===== src/rtl/mem_port_arb_pkg.sv =====
// Shared types for the data-memory port arbiter: FSM state encoding,
// owner codes and a width helper for the starvation counter.
package mem_port_arb_pkg;

  typedef enum logic [1:0] {
    ARB_IDLE = 2'd0,
    ARB_REQ  = 2'd1,
    ARB_RSP  = 2'd2
  } arb_state_e;

  typedef enum logic [1:0] {
    OWN_NONE = 2'd0,
    OWN_IF   = 2'd1,
    OWN_MEM  = 2'd2
  } arb_owner_e;

  // Bits needed to hold the values 0..max_val.
  function automatic int unsigned cnt_width(input int unsigned max_val);
    return (max_val < 1) ? 1 : $clog2(max_val + 1);
  endfunction

endpackage


===== src/rtl/mem_port_arb_starve_cnt.sv =====
// Saturating up-counter with synchronous clear; sat_o flags that the
// counter has reached MAX. Clear has priority over increment.
module mem_port_arb_starve_cnt
  import mem_port_arb_pkg::*;
#(
  parameter int unsigned MAX = 4
) (
  input  logic clk,
  input  logic rst_n,
  input  logic inc_i,
  input  logic clr_i,
  output logic sat_o
);

  localparam int unsigned W = cnt_width(MAX);

  logic [W-1:0] cnt_q, cnt_d;

  // NOTE: every variable assigned in always_comb gets a default first, so no path can infer a latch.
  always_comb begin
    cnt_d = cnt_q;
    if (clr_i) begin
      cnt_d = '0;
    end else if (inc_i && (cnt_q != W'(MAX))) begin
      cnt_d = cnt_q + 1'b1;
    end
  end

  // NOTE: sequential state uses non-blocking assignments only, so every flop samples pre-edge values.
  always_ff @(posedge clk or negedge rst_n) begin
    if (!rst_n) begin
      cnt_q <= '0;
    end else begin
      cnt_q <= cnt_d;
    end
  end

  assign sat_o = (cnt_q == W'(MAX));

endmodule


===== src/rtl/mem_port_arb.sv =====
// Arbiter/sequencer for the single data-memory port shared by instruction
// fetch (IF) and the memory stage (M). One transaction in flight at a time.
module mem_port_arb
  import mem_port_arb_pkg::*;
#(
  parameter int unsigned ADDR_W     = 64,
  parameter int unsigned DATA_W     = 64,
  parameter int unsigned STARVE_MAX = 4
) (
  input  logic                clk,
  input  logic                rst,
  input  logic                if_req_valid,
  input  logic [ADDR_W-1:0]   if_addr,
  output logic                if_ready,
  output logic                if_rvalid,
  output logic [DATA_W-1:0]   if_rdata,
  input  logic                mem_req_valid,
  input  logic                mem_we,
  input  logic [ADDR_W-1:0]   mem_addr,
  input  logic [DATA_W-1:0]   mem_wdata,
  input  logic [DATA_W/8-1:0] mem_wmask,
  output logic                mem_ready,
  output logic                mem_rvalid,
  output logic [DATA_W-1:0]   mem_rdata,
  output logic                bus_req_valid,
  input  logic                bus_req_ready,
  output logic                bus_we,
  output logic [ADDR_W-1:0]   bus_addr,
  output logic [DATA_W-1:0]   bus_wdata,
  output logic [DATA_W/8-1:0] bus_wmask,
  input  logic                bus_rsp_valid,
  input  logic [DATA_W-1:0]   bus_rdata,
  output logic                stall_if,
  output logic                stall_mem
);

  localparam int unsigned MASK_W = DATA_W / 8;

  arb_state_e        state_q, state_d;
  arb_owner_e        owner_q, owner_d;
  logic              bus_we_q, bus_we_d;
  logic [ADDR_W-1:0] bus_addr_q, bus_addr_d;
  logic [DATA_W-1:0] bus_wdata_q, bus_wdata_d;
  logic [MASK_W-1:0] bus_wmask_q, bus_wmask_d;
  logic [DATA_W-1:0] if_rdata_q, if_rdata_d;
  logic [DATA_W-1:0] mem_rdata_q, mem_rdata_d;
  logic              if_rvalid_q, if_rvalid_d;
  logic              mem_rvalid_q, mem_rvalid_d;

  logic idle;
  logic grant_mem;
  logic grant_if;
  logic starve_sat;

  // Grants are combinational from IDLE; qualified by rst so nothing pulses during reset.
  assign idle      = rst && (state_q == ARB_IDLE);
  assign grant_mem = idle && mem_req_valid && !(if_req_valid && starve_sat);
  assign grant_if  = idle && if_req_valid && !grant_mem;

  mem_port_arb_starve_cnt #(
    .MAX (STARVE_MAX)
  ) u_starve_cnt (
    .clk   (clk),
    .rst_n (rst),
    .inc_i (grant_mem && if_req_valid),
    .clr_i (grant_if || (idle && !if_req_valid)),
    .sat_o (starve_sat)
  );

  always_comb begin
    state_d      = state_q;
    owner_d      = owner_q;
    bus_we_d     = bus_we_q;
    bus_addr_d   = bus_addr_q;
    bus_wdata_d  = bus_wdata_q;
    bus_wmask_d  = bus_wmask_q;
    if_rdata_d   = if_rdata_q;
    mem_rdata_d  = mem_rdata_q;
    if_rvalid_d  = 1'b0;
    mem_rvalid_d = 1'b0;

    unique case (state_q)
      ARB_IDLE: begin
        if (grant_mem) begin
          state_d     = ARB_REQ;
          owner_d     = OWN_MEM;
          bus_we_d    = mem_we;
          bus_addr_d  = mem_addr;
          bus_wdata_d = mem_wdata;
          bus_wmask_d = mem_we ? mem_wmask : '0;
        end else if (grant_if) begin
          state_d     = ARB_REQ;
          owner_d     = OWN_IF;
          bus_we_d    = 1'b0;
          bus_addr_d  = if_addr;
          bus_wdata_d = '0;
          bus_wmask_d = '0;
        end
      end
      ARB_REQ: begin
        if (bus_req_ready) begin
          state_d = ARB_RSP;
        end
      end
      ARB_RSP: begin
        // Response data lands in the owner's register; a store completes with zero data.
        if (bus_rsp_valid) begin
          state_d = ARB_IDLE;
          owner_d = OWN_NONE;
          if (owner_q == OWN_IF) begin
            if_rdata_d  = bus_rdata;
            if_rvalid_d = 1'b1;
          end else if (owner_q == OWN_MEM) begin
            mem_rdata_d  = bus_we_q ? '0 : bus_rdata;
            mem_rvalid_d = 1'b1;
          end
        end
      end
      default: begin
        state_d = ARB_IDLE;
        owner_d = OWN_NONE;
      end
    endcase
  end

  always_ff @(posedge clk or negedge rst) begin
    if (!rst) begin
      state_q      <= ARB_IDLE;
      owner_q      <= OWN_NONE;
      bus_we_q     <= 1'b0;
      bus_addr_q   <= '0;
      bus_wdata_q  <= '0;
      bus_wmask_q  <= '0;
      if_rdata_q   <= '0;
      mem_rdata_q  <= '0;
      if_rvalid_q  <= 1'b0;
      mem_rvalid_q <= 1'b0;
    end else begin
      state_q      <= state_d;
      owner_q      <= owner_d;
      bus_we_q     <= bus_we_d;
      bus_addr_q   <= bus_addr_d;
      bus_wdata_q  <= bus_wdata_d;
      bus_wmask_q  <= bus_wmask_d;
      if_rdata_q   <= if_rdata_d;
      mem_rdata_q  <= mem_rdata_d;
      if_rvalid_q  <= if_rvalid_d;
      mem_rvalid_q <= mem_rvalid_d;
    end
  end

  assign if_ready      = grant_if;
  assign mem_ready     = grant_mem;
  assign if_rvalid     = if_rvalid_q;
  assign mem_rvalid    = mem_rvalid_q;
  assign if_rdata      = if_rdata_q;
  assign mem_rdata     = mem_rdata_q;
  assign bus_req_valid = (state_q == ARB_REQ);
  assign bus_we        = bus_we_q;
  assign bus_addr      = bus_addr_q;
  assign bus_wdata     = bus_wdata_q;
  assign bus_wmask     = bus_wmask_q;

  // A requester stalls while waiting for a grant and while its transaction is in flight.
  assign stall_if  = rst && ((if_req_valid && !grant_if) ||
                             ((state_q != ARB_IDLE) && (owner_q == OWN_IF)));
  assign stall_mem = rst && ((mem_req_valid && !grant_mem) ||
                             ((state_q != ARB_IDLE) && (owner_q == OWN_MEM)));

endmodule


===== config.mk =====
export PLATFORM = sky130hd
export DESIGN_NAME = mem_port_arb
export DESIGN_NICKNAME = d
export VERILOG_FILES = /design/src/rtl/mem_port_arb_pkg.sv /design/src/rtl/mem_port_arb_starve_cnt.sv /design/src/rtl/mem_port_arb.sv
export SDC_FILE = /design/constraint.sdc
export NUM_CORES = 1
export LEC_CHECK = 0
export CAP_MARGIN = 20
export CORE_AREA = 8 8 208 210
export CTS_BUF_LIST = sky130_fd_sc_hd__clkbuf_16
export CTS_CLUSTER_SIZE = 40
export DETAILED_ROUTE_END_ITERATION = 10
export DIE_AREA = 0 0 216 218
export GPL_TIMING_DRIVEN = 1
export PLACE_DENSITY = 0.59
export SLEW_MARGIN = 0
export SYNTH_ARGS = -nofsm -noshare
export SYNTH_HDL_FRONTEND = slang
export SYNTH_SLANG_ARGS = --single-unit

===== constraint.sdc =====
create_clock -name clk -period 1.6 [get_ports clk]
set_clock_uncertainty 0.05 [all_clocks]
set_input_delay 0.32 -clock clk [delete_from_list [all_inputs] [get_ports clk]]
set_output_delay 0.32 -clock clk [all_outputs]
set_load 0.03 [all_outputs]

**Word level (Yosys, flattened, before mapping)**

Cells that the tools add are included.

- Reductions and logical operators: 31
- Equal/unequal tests: 9
- Bitwise operators: 2
- Multiplexer cells: 26
- $add $sub $neg: 1

Operators by type and width:

| kind | number |
|---|---|
| two-way mux 64 bit | 5 |
| two-way mux 8 bit | 3 |
| logical AND 1 bit | 15 |
| one-hot mux 2 bit (3 select lines) | 2 |
| two-way mux 2 bit | 5 |
| two-way mux 1 bit | 9 |
| AND reduction 3 bit | 3 |
| two-way mux 3 bit | 2 |
| inequality test 3 bit (second input constant) | 2 |
| nonzero test 2 bit | 3 |
| == test 2 x 1 -> 1 bit (second input constant) | 2 |
| == test 2 bit (second input constant) | 2 |
| zero test 1 bit | 4 |
| AND reduction 4 bit | 1 |
| adder 3 x 1 -> 3 bit (second input constant) | 1 |
| == test 3 bit (second input constant) | 1 |
| logical OR 1 bit | 3 |
| zero test 2 bit | 1 |
| inequality test 2 x 1 -> 1 bit (second input constant) | 1 |
| inequality test 2 bit (second input constant) | 1 |
| NOT 1 bit | 2 |
| AND reduction 2 bit | 1 |

- Output and inout port bits: 272
- Word-level logic and storage cells: 80
- Register bits: 274

**Logic depth before layout (Yosys ltp)**

Gate-level depths: netlist (run 1).

- Depth in word-level cells: 10
- Mapped depth: 8
- Gate-level depth less buffers: 5

**Cells and area by module**

Synthesis (run 1) repeated with hierarchy kept, for this count alone.

- Cells, all modules: 933
- Area, all modules: 11519.8 um^2

By module, submodules not included:

| module | area an instance (um^2) | cells an instance | times used |
|---|---|---|---|
| mem_port_arb | 11327.1 | 915 | 1 |
| mem_port_arb_starve_cnt | 192.7 | 18 | 1 |

**Worst setup path before layout (run 1)**

Ideal clock, no wire load.

- Path type: register to output
- From: register u_starve_cnt.cnt_q[0]
- To: output port stall_mem
- Buffers on the path: 3
- Data arrival time: 1.762 ns
- Stages on the path, launching flop included: 9
- Setup slack: -0.532 ns
- Required time: 1.230 ns
- Cells stage by stage: dfrtp_1 inv_1 ha_1 nand3_1 and3_1 buf_6 buf_8 buf_6 o2bb2ai_1

- Word-level cells in the longest chain between the ends: 8

Ends and longest elaborated chain:

| item | RTL line | RTL |
|---|---|---|
| start: declaration | mem_port_arb_starve_cnt.sv:17 | `logic [W-1:0] cnt_q, cnt_d;` |
| start signal: assignment | mem_port_arb_starve_cnt.sv:34 | `cnt_q <= cnt_d;` |
| == test 3 bit | mem_port_arb_starve_cnt.sv:38 | `assign sat_o = (cnt_q == W'(MAX));` |
| logical AND 1 bit | mem_port_arb.sv:57 | `assign grant_mem = idle && mem_req_valid && !(if_req_valid && starve_sat);` |
| zero test 1 bit | mem_port_arb.sv:57 |  |
| logical AND 1 bit | mem_port_arb.sv:57 |  |
| via mem_ready | mem_port_arb.sv:22 | `output logic mem_ready,` |
| zero test 1 bit | mem_port_arb.sv:167 | `assign stall_mem = rst && ((mem_req_valid && !grant_mem) \|\|` |
| logical AND 1 bit | mem_port_arb.sv:167 |  |
| logical OR 1 bit | mem_port_arb.sv:167 |  |
| logical AND 1 bit | mem_port_arb.sv:167 |  |
| end: declaration | mem_port_arb.sv:34 | `output logic stall_mem` |

The timed path passes the listed nets, and every way through them passes these cells.

**Final worst setup path (run 1)**

- From: register state_q[0]
- To: output port stall_if

- Word-level cells in the longest chain between the ends: 10
- Elaborated cells on any way between the ends: 13

Ends and longest elaborated chain:

| item | RTL line | RTL |
|---|---|---|
| start: declaration | mem_port_arb.sv:39 | `arb_state_e state_q, state_d;` |
| start signal: assignment | mem_port_arb.sv:139 | `state_q <= state_d;` |
| zero test 2 bit | mem_port_arb.sv:56 | `assign idle = rst && (state_q == ARB_IDLE);` |
| logical AND 1 bit | mem_port_arb.sv:56 |  |
| logical AND 1 bit (2 in series) | mem_port_arb.sv:57 |  |
| zero test 1 bit | mem_port_arb.sv:58 | `assign grant_if = idle && if_req_valid && !grant_mem;` |
| logical AND 1 bit | mem_port_arb.sv:58 |  |
| zero test 1 bit | mem_port_arb.sv:165 | `assign stall_if = rst && ((if_req_valid && !grant_if) \|\|` |
| logical AND 1 bit | mem_port_arb.sv:165 |  |
| logical OR 1 bit (*) | mem_port_arb.sv:165 |  |
| logical AND 1 bit (*) | mem_port_arb.sv:165 |  |
| end: declaration | mem_port_arb.sv:33 | `output logic stall_if,` |

Every way passes the cells marked *; elsewhere a longest branch is shown, timed or not.

==> results.sh, run 1 <==
export IMPL_status="finished with violations"
export IMPL_violations="negative setup slack"
export IMPL_die_h_um=218
export IMPL_netlist_top_cells_count="274 x dfrtp_1, 260 x inv_1, 67 x o21ai_0, 66 x a22o_1"
export IMPL_vias=10550
export IMPL_cellPowerDensity_mw_per_mm2=1957
export IMPL_crit_arrival_ps=1790
export IMPL_place_congestion=0.8011
export IMPL_final_layout_size_suffix_gt1_frac=0.3943
export IMPL_cts_sinks=274
export IMPL_dp_final_hpwl_um=32660
export IMPL_finalCriticalPeriod_ps=2158
export IMPL_synth_compound_area_frac=0.1985
export IMPL_drt_initial_drc_count=778
export IMPL_ys_top_cells_by_area="dfrtp_1 60%, inv_1 8.5%, mux2_2 6.3%"
export IMPL_areaGrowthSynthToFinish_pct=80.28
export IMPL_firstDrtPassIters=8
export IMPL_die_w_um=216
export IMPL_portBuffers=542
export IMPL_fin_crit_sh=1.349
export IMPL_ys_types=35
export IMPL_r2r_start="u_starve_cnt.cnt_q[1]"
export IMPL_drc=0
export IMPL_grt_max_degree=129
export IMPL_synthMuxAreaShare=0.06276
export IMPL_max_slew_margin_rel=0.4788
export IMPL_critPathLaunchType="flop"
export IMPL_viasPerCell=4.863
export IMPL_timing_final_max_slew_violations=0
export IMPL_dp_slack_ps=-506.5
export IMPL_finalSetupTns_ps=-51140
export IMPL_power_uw=40520
export IMPL_overflow=0
export IMPL_wl_per_cell_um=23.74
export IMPL_hold_violations=0
export IMPL_worst_pin_slew_ps=781.8
export IMPL_dieArea_mm2=0.04709
export IMPL_clk_pin_slew_worst_paths_ps=60
export IMPL_root_buffer="clkbuf_16"
export IMPL_synth_simple_area_share=0.01231
export IMPL_crit_fanout=5
export IMPL_synth_seq_area_share=0.5971
export IMPL_max_freq_mhz=463.5
export IMPL_postLayoutCoreUtil=0.5152
export IMPL_synth_net_count=1257
export IMPL_yosysMostFrequentCell="dfrtp_1"
export IMPL_synth_area_per_cell_um2=11.67
export IMPL_synth_top_area_share=0.5971
export IMPL_synthCells=984
export IMPL_timing_hold_ws_ps=63.09
export IMPL_synth_largest_area_cell="dfrtp_1"
export IMPL_synth_top_family_by_area="compound AO/OA/AOI/OAI gates"
export IMPL_hold_path_class="in -> async"
export IMPL_fin_nets=1886
export IMPL_rows=74
export IMPL_synthFlopType="dfrtp_1"
export IMPL_grt_first_pass_wirelength_um=68580
export IMPL_synth_edff_count=0
export IMPL_r2r_slack_ps=-440
export IMPL_worstRegToRegCells=11
export IMPL_drt_wl_total_um=51520
export IMPL_synth_adder_area_share=0.002179
export IMPL_grt_pass1_vias=10850
export IMPL_insertion_delay_ps=520
export IMPL_h_tree_depth=2
export IMPL_drtAntennaViolNets=0
export IMPL_core_area_mm2=0.04018
export IMPL_async_reset_ff_frac=1.000
export IMPL_required_ps=1230
export IMPL_rsz0062_at_grt="true"
export IMPL_synth_area_mm2=0.01148
export IMPL_r2r_end="bus_addr[20]"
export IMPL_synth_xor_area_frac=0
export IMPL_cts_inserted_buffers=35
export IMPL_yosys_register_bits=274
export IMPL_drv_cap=0
export IMPL_clock_path_buffers=3
export IMPL_start_util=0.2858
export IMPL_p_leak_uw=0.01042
export IMPL_irDropWorstVdd_uv=1170
export IMPL_setup_viol=273
export IMPL_path_class="reg -> out"
export IMPL_groute_usage_overall=0.1868
export IMPL_startpoint="state_q[0]"
export IMPL_cts_tree="yes"
export IMPL_yosys_warnings=0
export IMPL_antenna_found_initial=3
export IMPL_cp_end_kind="primary output"
export IMPL_pin_count=543
export IMPL_fin_ws_ps=-557.6
-- cell families (layout without fill, tap and decap cells) --
logic type	count (synthesis)	after routing
buffers and inverters	342	994
flip-flops	274	274
AND/OR/NAND/NOR	22	22
adder cells (fa/ha/maj)	2	2
multiplexers	64	64
AO/OA/AOI/OAI	280	280
other	0	2
-- stage by stage --
| stage | instances | cell area (um^2) |
|---|---|---|
| final | 2170 | 20700 |
| after CTS | 2128 | 19290 |
| after global routing | 2170 | 20700 |
| after global placement | 2042 | 18190 |
| after detailed placement | 2042 | 18190 |
| after floorplan | 984 | 11760 |
-- critical path, stage by stage, from the launching register on --
cell	delay [ps]
dfrtp_2	440
or3b_4	430
o21ai_4	180
a21boi_4	80
buf_12	140
-- area by class of cell --
class / instances / area (um^2)
repair buffers: 674 / 6824
clock buffers: 37 / 925.9
diodes: 2 / 5.005
fillers: 3516 / 19480
clock inverters: 23 / 135.1
inverters: 260 / 975.9
well taps: 532 / 665.6
multi-input cells: 368 / 4310
flip-flops and latches: 274 / 6860
-- worst max path at each step --
| stage | end | slack (ps) |
|---|---|---|
| 2_1_floorplan | stall_mem | -180 |
| 3_3_place_gp | if_rdata[63] | -510 |
| 3_5_place_dp | if_rdata[37] | -510 |
| 4_1_cts | stall_if | -600 |
| 5_1_grt | stall_if | -630 |
| 6_report | stall_if | -560 |
-- sequential cells by signal (all words and copies together) (netlist names) --
name and flops:
bus_addr 64, bus_we 1, state_q 2, owner_q 2
bus_wdata 64, mem_rdata 64, bus_wmask 8, u_starve_cnt.cnt_q 3
if_rvalid 1, if_rdata 64, mem_rvalid 1
-- timing repair --
item,in CTS,in global routing
hold buffers,1,2
hold endpoints to repair,21,58
endpoints found under the setup margin,512,309
setup buffers,14,18
resized for setup,1127,316
pin swaps,50,57
gates cloned,11,29
-- power by group --
group	leakage, uW	internal, uW	switching [uW]
registers	0.00344	9920	1940
clock network	0.000544	4330	3050
logic	0.00643	8390	12900
-- routing by layer --
metal | track usage | vias up | wire length [um]
met5 | 0 | - | 0
met4 | 0.07101 | 0 | 1462
met3 | 0.05548 | 86 | 3570
met2 | 0.3289 | 404 | 25950
met1 | 0.2117 | 5328 | 20530
li1 | - | 4734 | -
-- cells in the final DEF (no fill, tap or decap), types with 2 or more instances in the layout --
cell type	instances
a21oi_1	2
dfrtp_1	271
dlygate4sd3_1	2
diode_2	2
nor2_4	2
nand2b_1	2
o21ai_1	2
nor2_1	4
nand2_1	2
o41ai_1	12
buf_6	25
buf_16	11
clkinv_1	7
buf_2	187
clkdlybuf4s15_2	67
clkinv_2	7
buf_8	14
o21ai_0	10
inv_1	262
clkbuf_16	55
dfrtp_2	3
inv_2	3
buf_12	43
a32o_1	9
o41ai_2	52
a222oi_1	64
inv_6	2
o21ai_2	30
mux2_4	64
clkdlybuf4s50_1	269
buf_4	36
a22o_1	66
o21ai_4	26
(Power assumes the default switching activity.)
==> inputs of run 2 (changes only) <==
--- a/config.mk
+++ b/config.mk
@@ -6,13 +6,13 @@
 export NUM_CORES = 1
 export LEC_CHECK = 0
 export CAP_MARGIN = 20
-export CORE_AREA = 8 8 208 210
+export CORE_AREA = 2 2 214 216
 export CTS_BUF_LIST = sky130_fd_sc_hd__clkbuf_16
 export CTS_CLUSTER_SIZE = 40
 export DETAILED_ROUTE_END_ITERATION = 10
 export DIE_AREA = 0 0 216 218
 export GPL_TIMING_DRIVEN = 1
-export PLACE_DENSITY = 0.59
+export PLACE_DENSITY = 0.54
 export SLEW_MARGIN = 0
 export SYNTH_ARGS = -nofsm -noshare
 export SYNTH_HDL_FRONTEND = slang
==> results.sh, run 2 (synthesis gave the netlist of run 1 again) <==
export IMPL_status="finished with violations"
export IMPL_violations="negative hold slack, negative setup slack"
export IMPL_fin_nets=1894
export IMPL_root_buffer="clkbuf_16"
export IMPL_layout_commonest_cell="dfrtp_1"
export IMPL_final_cell_area_mm2=0.02095
export IMPL_r2r_slack_ps=-400
export IMPL_drv_cap=0
export IMPL_die_w_um=216
export IMPL_start_util=0.2558
export IMPL_fin_ws_ps=-538.6
export IMPL_insertion_delay_ps=520
export IMPL_crit_fanout=6
export IMPL_fin_crit_sh=1.337
export IMPL_grt_max_degree=125
export IMPL_hold_violations=1
export IMPL_clock_path_buffers=3
export IMPL_cts_tree="yes"
export IMPL_final_layout_size_suffix_gt1_frac=0.4038
export IMPL_cp_end_kind="primary output"
export IMPL_finalCriticalPeriod_ps=2139
export IMPL_overflow=0
export IMPL_cts_sinks=274
export IMPL_dieArea_mm2=0.04709
export IMPL_drc=0
export IMPL_cellPowerDensity_mw_per_mm2=1925
export IMPL_crit_slowest_cell="dfrtp_2"
export IMPL_die_h_um=218
export IMPL_final_cell_mix="271 x dfrtp_1, 270 x inv_1, 269 x clkdlybuf4s50_1"
export IMPL_critPathLaunchType="flop"
export IMPL_r2r_start="u_starve_cnt.cnt_q[0]"
export IMPL_timing_hold_ws_ps=-2.818
export IMPL_vias=10440
export IMPL_h_tree_depth=2
export IMPL_clk_pin_slew_worst_paths_ps=60
export IMPL_wl_per_cell_um=21.17
export IMPL_power_uw=40310
export IMPL_max_slew_margin_rel=0.4715
export IMPL_drt_initial_drc_count=680
export IMPL_dp_final_hpwl_um=30460
export IMPL_irDropWorstVdd_uv=1015
export IMPL_cts_inserted_buffers=34
export IMPL_core_area_mm2=0.04489
export IMPL_timing_final_max_slew_violations=0
export IMPL_p_leak_uw=0.01054
export IMPL_grt_pass1_vias=11170
export IMPL_pin_count=543
export IMPL_worstRegToRegCells=11
export IMPL_postLayoutCoreUtil=0.4666
export IMPL_max_freq_mhz=467.6
export IMPL_slowest_delay_ps=430
export IMPL_antenna_found_initial=2
export IMPL_setup_viol=276
export IMPL_firstDrtPassIters=9
export IMPL_viasPerCell=4.654
export IMPL_place_congestion=0.8344
export IMPL_drt_wl_total_um=47500
export IMPL_path_class="reg -> out"
export IMPL_hold_path_class="in -> async"
export IMPL_rsz0062_at_grt="true"
export IMPL_required_ps=1230
export IMPL_grt_first_pass_wirelength_um=69050
export IMPL_worst_pin_slew_ps=792.8
export IMPL_portBuffers=542
export IMPL_crit_path_cell_trace="buf_4, nor2_1, or3_4, a21boi_4, buf_6"
export IMPL_drtAntennaViolNets=0
export IMPL_placed_area_mm2=0.01821
export IMPL_r2r_end="bus_wdata[35]"
export IMPL_areaGrowthSynthToFinish_pct=82.39
export IMPL_crit_arrival_ps=1770
export IMPL_groute_usage_overall=0.1909
export IMPL_layoutNonFillerInstCount=2244
export IMPL_dp_cells=2114
export IMPL_rows=78
## run 2: changes by cell type in the layout (fill, tap and decap cells not counted), sizes merged
| cell | previous run | this run |
|---|---|---|
| inv | 267 | 272 |
| bufinv | 1 | 0 |
| dlygate4sd3 | 2 | 3 |
| clkdlybuf4s15 | 67 | 79 |
| clkinv | 14 | 8 |
| dlymetal6s4s | 1 | 0 |
| clkinvlp | 1 | 0 |
| clkbuf | 55 | 46 |
| buf | 316 | 322 |
## run 2: worst max-delay path: cells and delay by family (launching register included)
kind,cells,cell delay [ps]
buf+inv,2,290
flops,1,430
simple gates,2,390
compound gates,1,130
## run 2: cell type report
cell class	instances	area (um^2)
diodes	2	5.005
clock buffers	37	925.9
clock inverters	20	77.57
fillers	4137	23950
inverters	260	975.9
multi-input cells	368	4402
flip-flops and latches	274	6860
well taps	600	750.7
repair buffers	683	6948
## run 2: worst max path at each step
stage                          startpoint           end  slack, ps  depth (start not counted)
floorplan           u_starve_cnt.cnt_q[1]     stall_mem       -180                          8
global placement            bus_rsp_valid  if_rdata[22]       -570                          6
detailed placement          bus_rsp_valid  if_rdata[22]       -560                          6
CTS                            state_q[1]      stall_if       -630                          4
global route        u_starve_cnt.cnt_q[0]      stall_if       -640                          7
finish                         state_q[0]      stall_if       -540                          5
## run 2: what timing repair did
item | in CTS | in global routing
resized for setup | 1374 | 71
pin swaps | 42 | 85
setup buffers | 30 | 11
endpoints found under the setup margin | 518 | 330
endpoints found under the hold margin | 94 | 0
hold buffers | 3 | 0
cloned | 21 | 11
## run 2: where the power goes
group / total (uW) / internal (uW) / switching, uW
Clock: 7090 / 4110 / 2980
Sequential: 11800 / 9920 / 1880
Combinational: 21400 / 8610 / 12800
Total: 40300 / 22600 / 17700
## run 2: metal layers
| metal | vias to the layer above | wire length [um] | global-route usage |
|---|---|---|---|
| li1 | 4753 | - | - |
| met1 | 5242 | 19760 | 0.2362 |
| met2 | 378 | 23650 | 0.3238 |
| met3 | 70 | 2752 | 0.04296 |
| met4 | 0 | 1338 | 0.07511 |
| met5 | - | 0 | 0 |
## run 2: through the flow
stage | TNS (ps) | setup WS, ps
4_1_cts | -50950 | -631.9
3_5_place_dp | -117980 | -562.7
6_report | -55350 | -538.6
5_1_grt | -75200 | -637.2
3_3_place_gp | -110300 | -566.8
2_1_floorplan | -3767 | -182.7
==> inputs of run 3 (changes only) <==
--- a/config.mk
+++ b/config.mk
@@ -13,6 +13,7 @@
 export DIE_AREA = 0 0 216 218
 export GPL_TIMING_DRIVEN = 1
 export PLACE_DENSITY = 0.54
+export RECOVER_POWER = 100
 export SLEW_MARGIN = 0
 export SYNTH_ARGS = -nofsm -noshare
 export SYNTH_HDL_FRONTEND = slang
==> results.sh, run 3 (synthesis gave the netlist of run 1 again) <==
export IMPL_crit_end="stall_if"
export IMPL_firstDrtPassIters=8
export IMPL_finalCriticalPeriod_ps=2138
export IMPL_final_cell_area_mm2=0.02092
export IMPL_hold_violations=0
export IMPL_areaGrowthSynthToFinish_pct=82.20
export IMPL_portBuffers=542
export IMPL_final_cell_mix="271 x dfrtp_1, 270 x inv_1, 269 x clkdlybuf4s50_1"
export IMPL_pin_count=543
export IMPL_viasPerCell=4.648
export IMPL_drtAntennaViolNets=0
export IMPL_dp_slack_ps=-562.7
export IMPL_path_delay_family="flip-flops"
export IMPL_hold_path_class="in -> reg"
export IMPL_postLayoutCoreUtil=0.4661
export IMPL_root_buffer="clkbuf_16"
export IMPL_rsz0062_at_grt="true"
export IMPL_core_area_mm2=0.04489
export IMPL_wl_met3_um=2744
export IMPL_dp_final_hpwl_um=30460
export IMPL_crit_path_cell_trace="buf_4, nor2_1, or3_4, a21boi_4, buf_6"
export IMPL_cp_end_kind="primary output"
export IMPL_cts_inserted_buffers=34
export IMPL_p_leak_uw=0.01052
export IMPL_status="finished with violations"
export IMPL_overflow=0
export IMPL_insertion_delay_ps=520
export IMPL_highest_layer="met4"
export IMPL_r2r_slack_ps=-400
export IMPL_setup_viol=276
export IMPL_irDropWorstVdd_uv=1015
export IMPL_rows=78
export IMPL_vias=10430
export IMPL_die_w_um=216
export IMPL_cts_tree="yes"
export IMPL_drc=0
export IMPL_timing_final_max_slew_violations=0
export IMPL_final_layout_size_suffix_gt1_frac=0.4032
export IMPL_slowest_delay_ps=430
export IMPL_met2_length_um=23700
export IMPL_cts_sinks=274
export IMPL_max_freq_mhz=467.6
export IMPL_worstRegToRegCells=11
export IMPL_fin_nets=1894
export IMPL_grt_first_pass_wirelength_um=69050
export IMPL_timing_hold_ws_ps=314.4
export IMPL_clock_path_buffers=3
export IMPL_dieArea_mm2=0.04709
export IMPL_fin_ws_ps=-538.5
export IMPL_r2r_end="bus_wdata[19]"
export IMPL_crit_arrival_ps=1770
export IMPL_required_ps=1230
export IMPL_drt_initial_drc_count=675
export IMPL_die_h_um=218
export IMPL_violations="negative setup slack"
export IMPL_antenna_found_initial=2
export IMPL_drt_met1_wl_um=19800
export IMPL_groute_usage_overall=0.1909
export IMPL_nFillCells=4141
export IMPL_grt_pass1_vias=11170
export IMPL_crit_cells=5
export IMPL_clk_pin_slew_worst_paths_ps=60
export IMPL_path_class="reg -> out"
export IMPL_start_util=0.2558
export IMPL_layout_commonest_cell="dfrtp_1"
export IMPL_drt_wl_total_um=47550
export IMPL_place_congestion=0.8344
export IMPL_cellPowerDensity_mw_per_mm2=1926
export IMPL_crit_slowest_cell="dfrtp_2"
export IMPL_wl_per_cell_um=21.19
export IMPL_crit_fanout=6
export IMPL_fin_crit_sh=1.337
export IMPL_path_buf_inv=2
export IMPL_r2r_start="u_starve_cnt.cnt_q[0]"
export IMPL_critPathLaunchType="flop"
export IMPL_placed_area_mm2=0.01821
export IMPL_startpoint="state_q[0]"
export IMPL_grt_max_degree=125
export IMPL_h_tree_depth=2
export IMPL_worst_pin_slew_ps=1101
export IMPL_max_slew_margin_rel=0.2660
export IMPL_finalSetupTns_ps=-55350
export IMPL_drv_cap=0
run 3: worst register-to-register path: stages (launching register included):
cell       delay (ps)
dfrtp_1           390
inv_2              80
ha_4              130
nand3_2            70
and3_4            200
buf_12            150
buf_6             110
buf_6             100
buf_6             100
clkbuf_16         150
buf_6             130
a22o_1            220
run 3: what timing repair did:
action | 4_1_cts | 5_1_grt
buffers inserted | 30 | 11
resized for setup | 1374 | 71
pin swaps | 42 | 85
endpoints found under the hold margin | 94 | 0
hold buffers | 3 | 0
endpoints found under the setup margin | 518 | 330
cloned | 21 | 11
run 3: worst min-delay path by stage:
stage | startpoint | to | cells past startpoint
6_report | if_addr[7] | bus_addr[7] | 3
5_1_grt | if_addr[7] | bus_addr[7] | 3
4_1_cts | rst | mem_rdata[49] | 3
3_5_place_dp | rst | state_q[1] | 2
3_3_place_gp | rst | state_q[1] | 2
2_1_floorplan | rst | bus_addr[0] | 0
run 3: final cells by class:
class,count,area (um^2),share of cell area
Timing Repair Buffer,683,6925,0.3310
Antenna cell,2,5.005,0.0002392
Clock inverter,20,77.57,0.003708
Sequential cell,274,6860,0.3279
Multi-Input combinational cell,368,4402,0.2104
Inverter,260,975.9,0.04665
Clock buffer,37,925.9,0.04425
Tap cell,600,750.7,0.03588
run 3: metal layers:
metal | vias to the layer above | track usage
li1 | 4750 | -
met1 | 5238 | 0.2362
met2 | 372 | 0.3238
met3 | 70 | 0.04296
met4 | 0 | 0.07511
met5 | - | 0
run 3: where the power goes:
group	total (uW)	internal (uW)	switching, uW	leakage [uW]
registers	11800	9920	1880	0.00344
logic	21400	8600	12800	0.00654
clock network	7080	4110	2970	0.000537
total	40300	22600	17700	0.0105
run 3: per-stage QoR:
step	instances	total power [uW]
final	2244	40300
after floorplan	984	22320
after global placement	2114	31560
after detailed placement	2114	31770
after CTS	2223	39620
after global routing	2244	42230
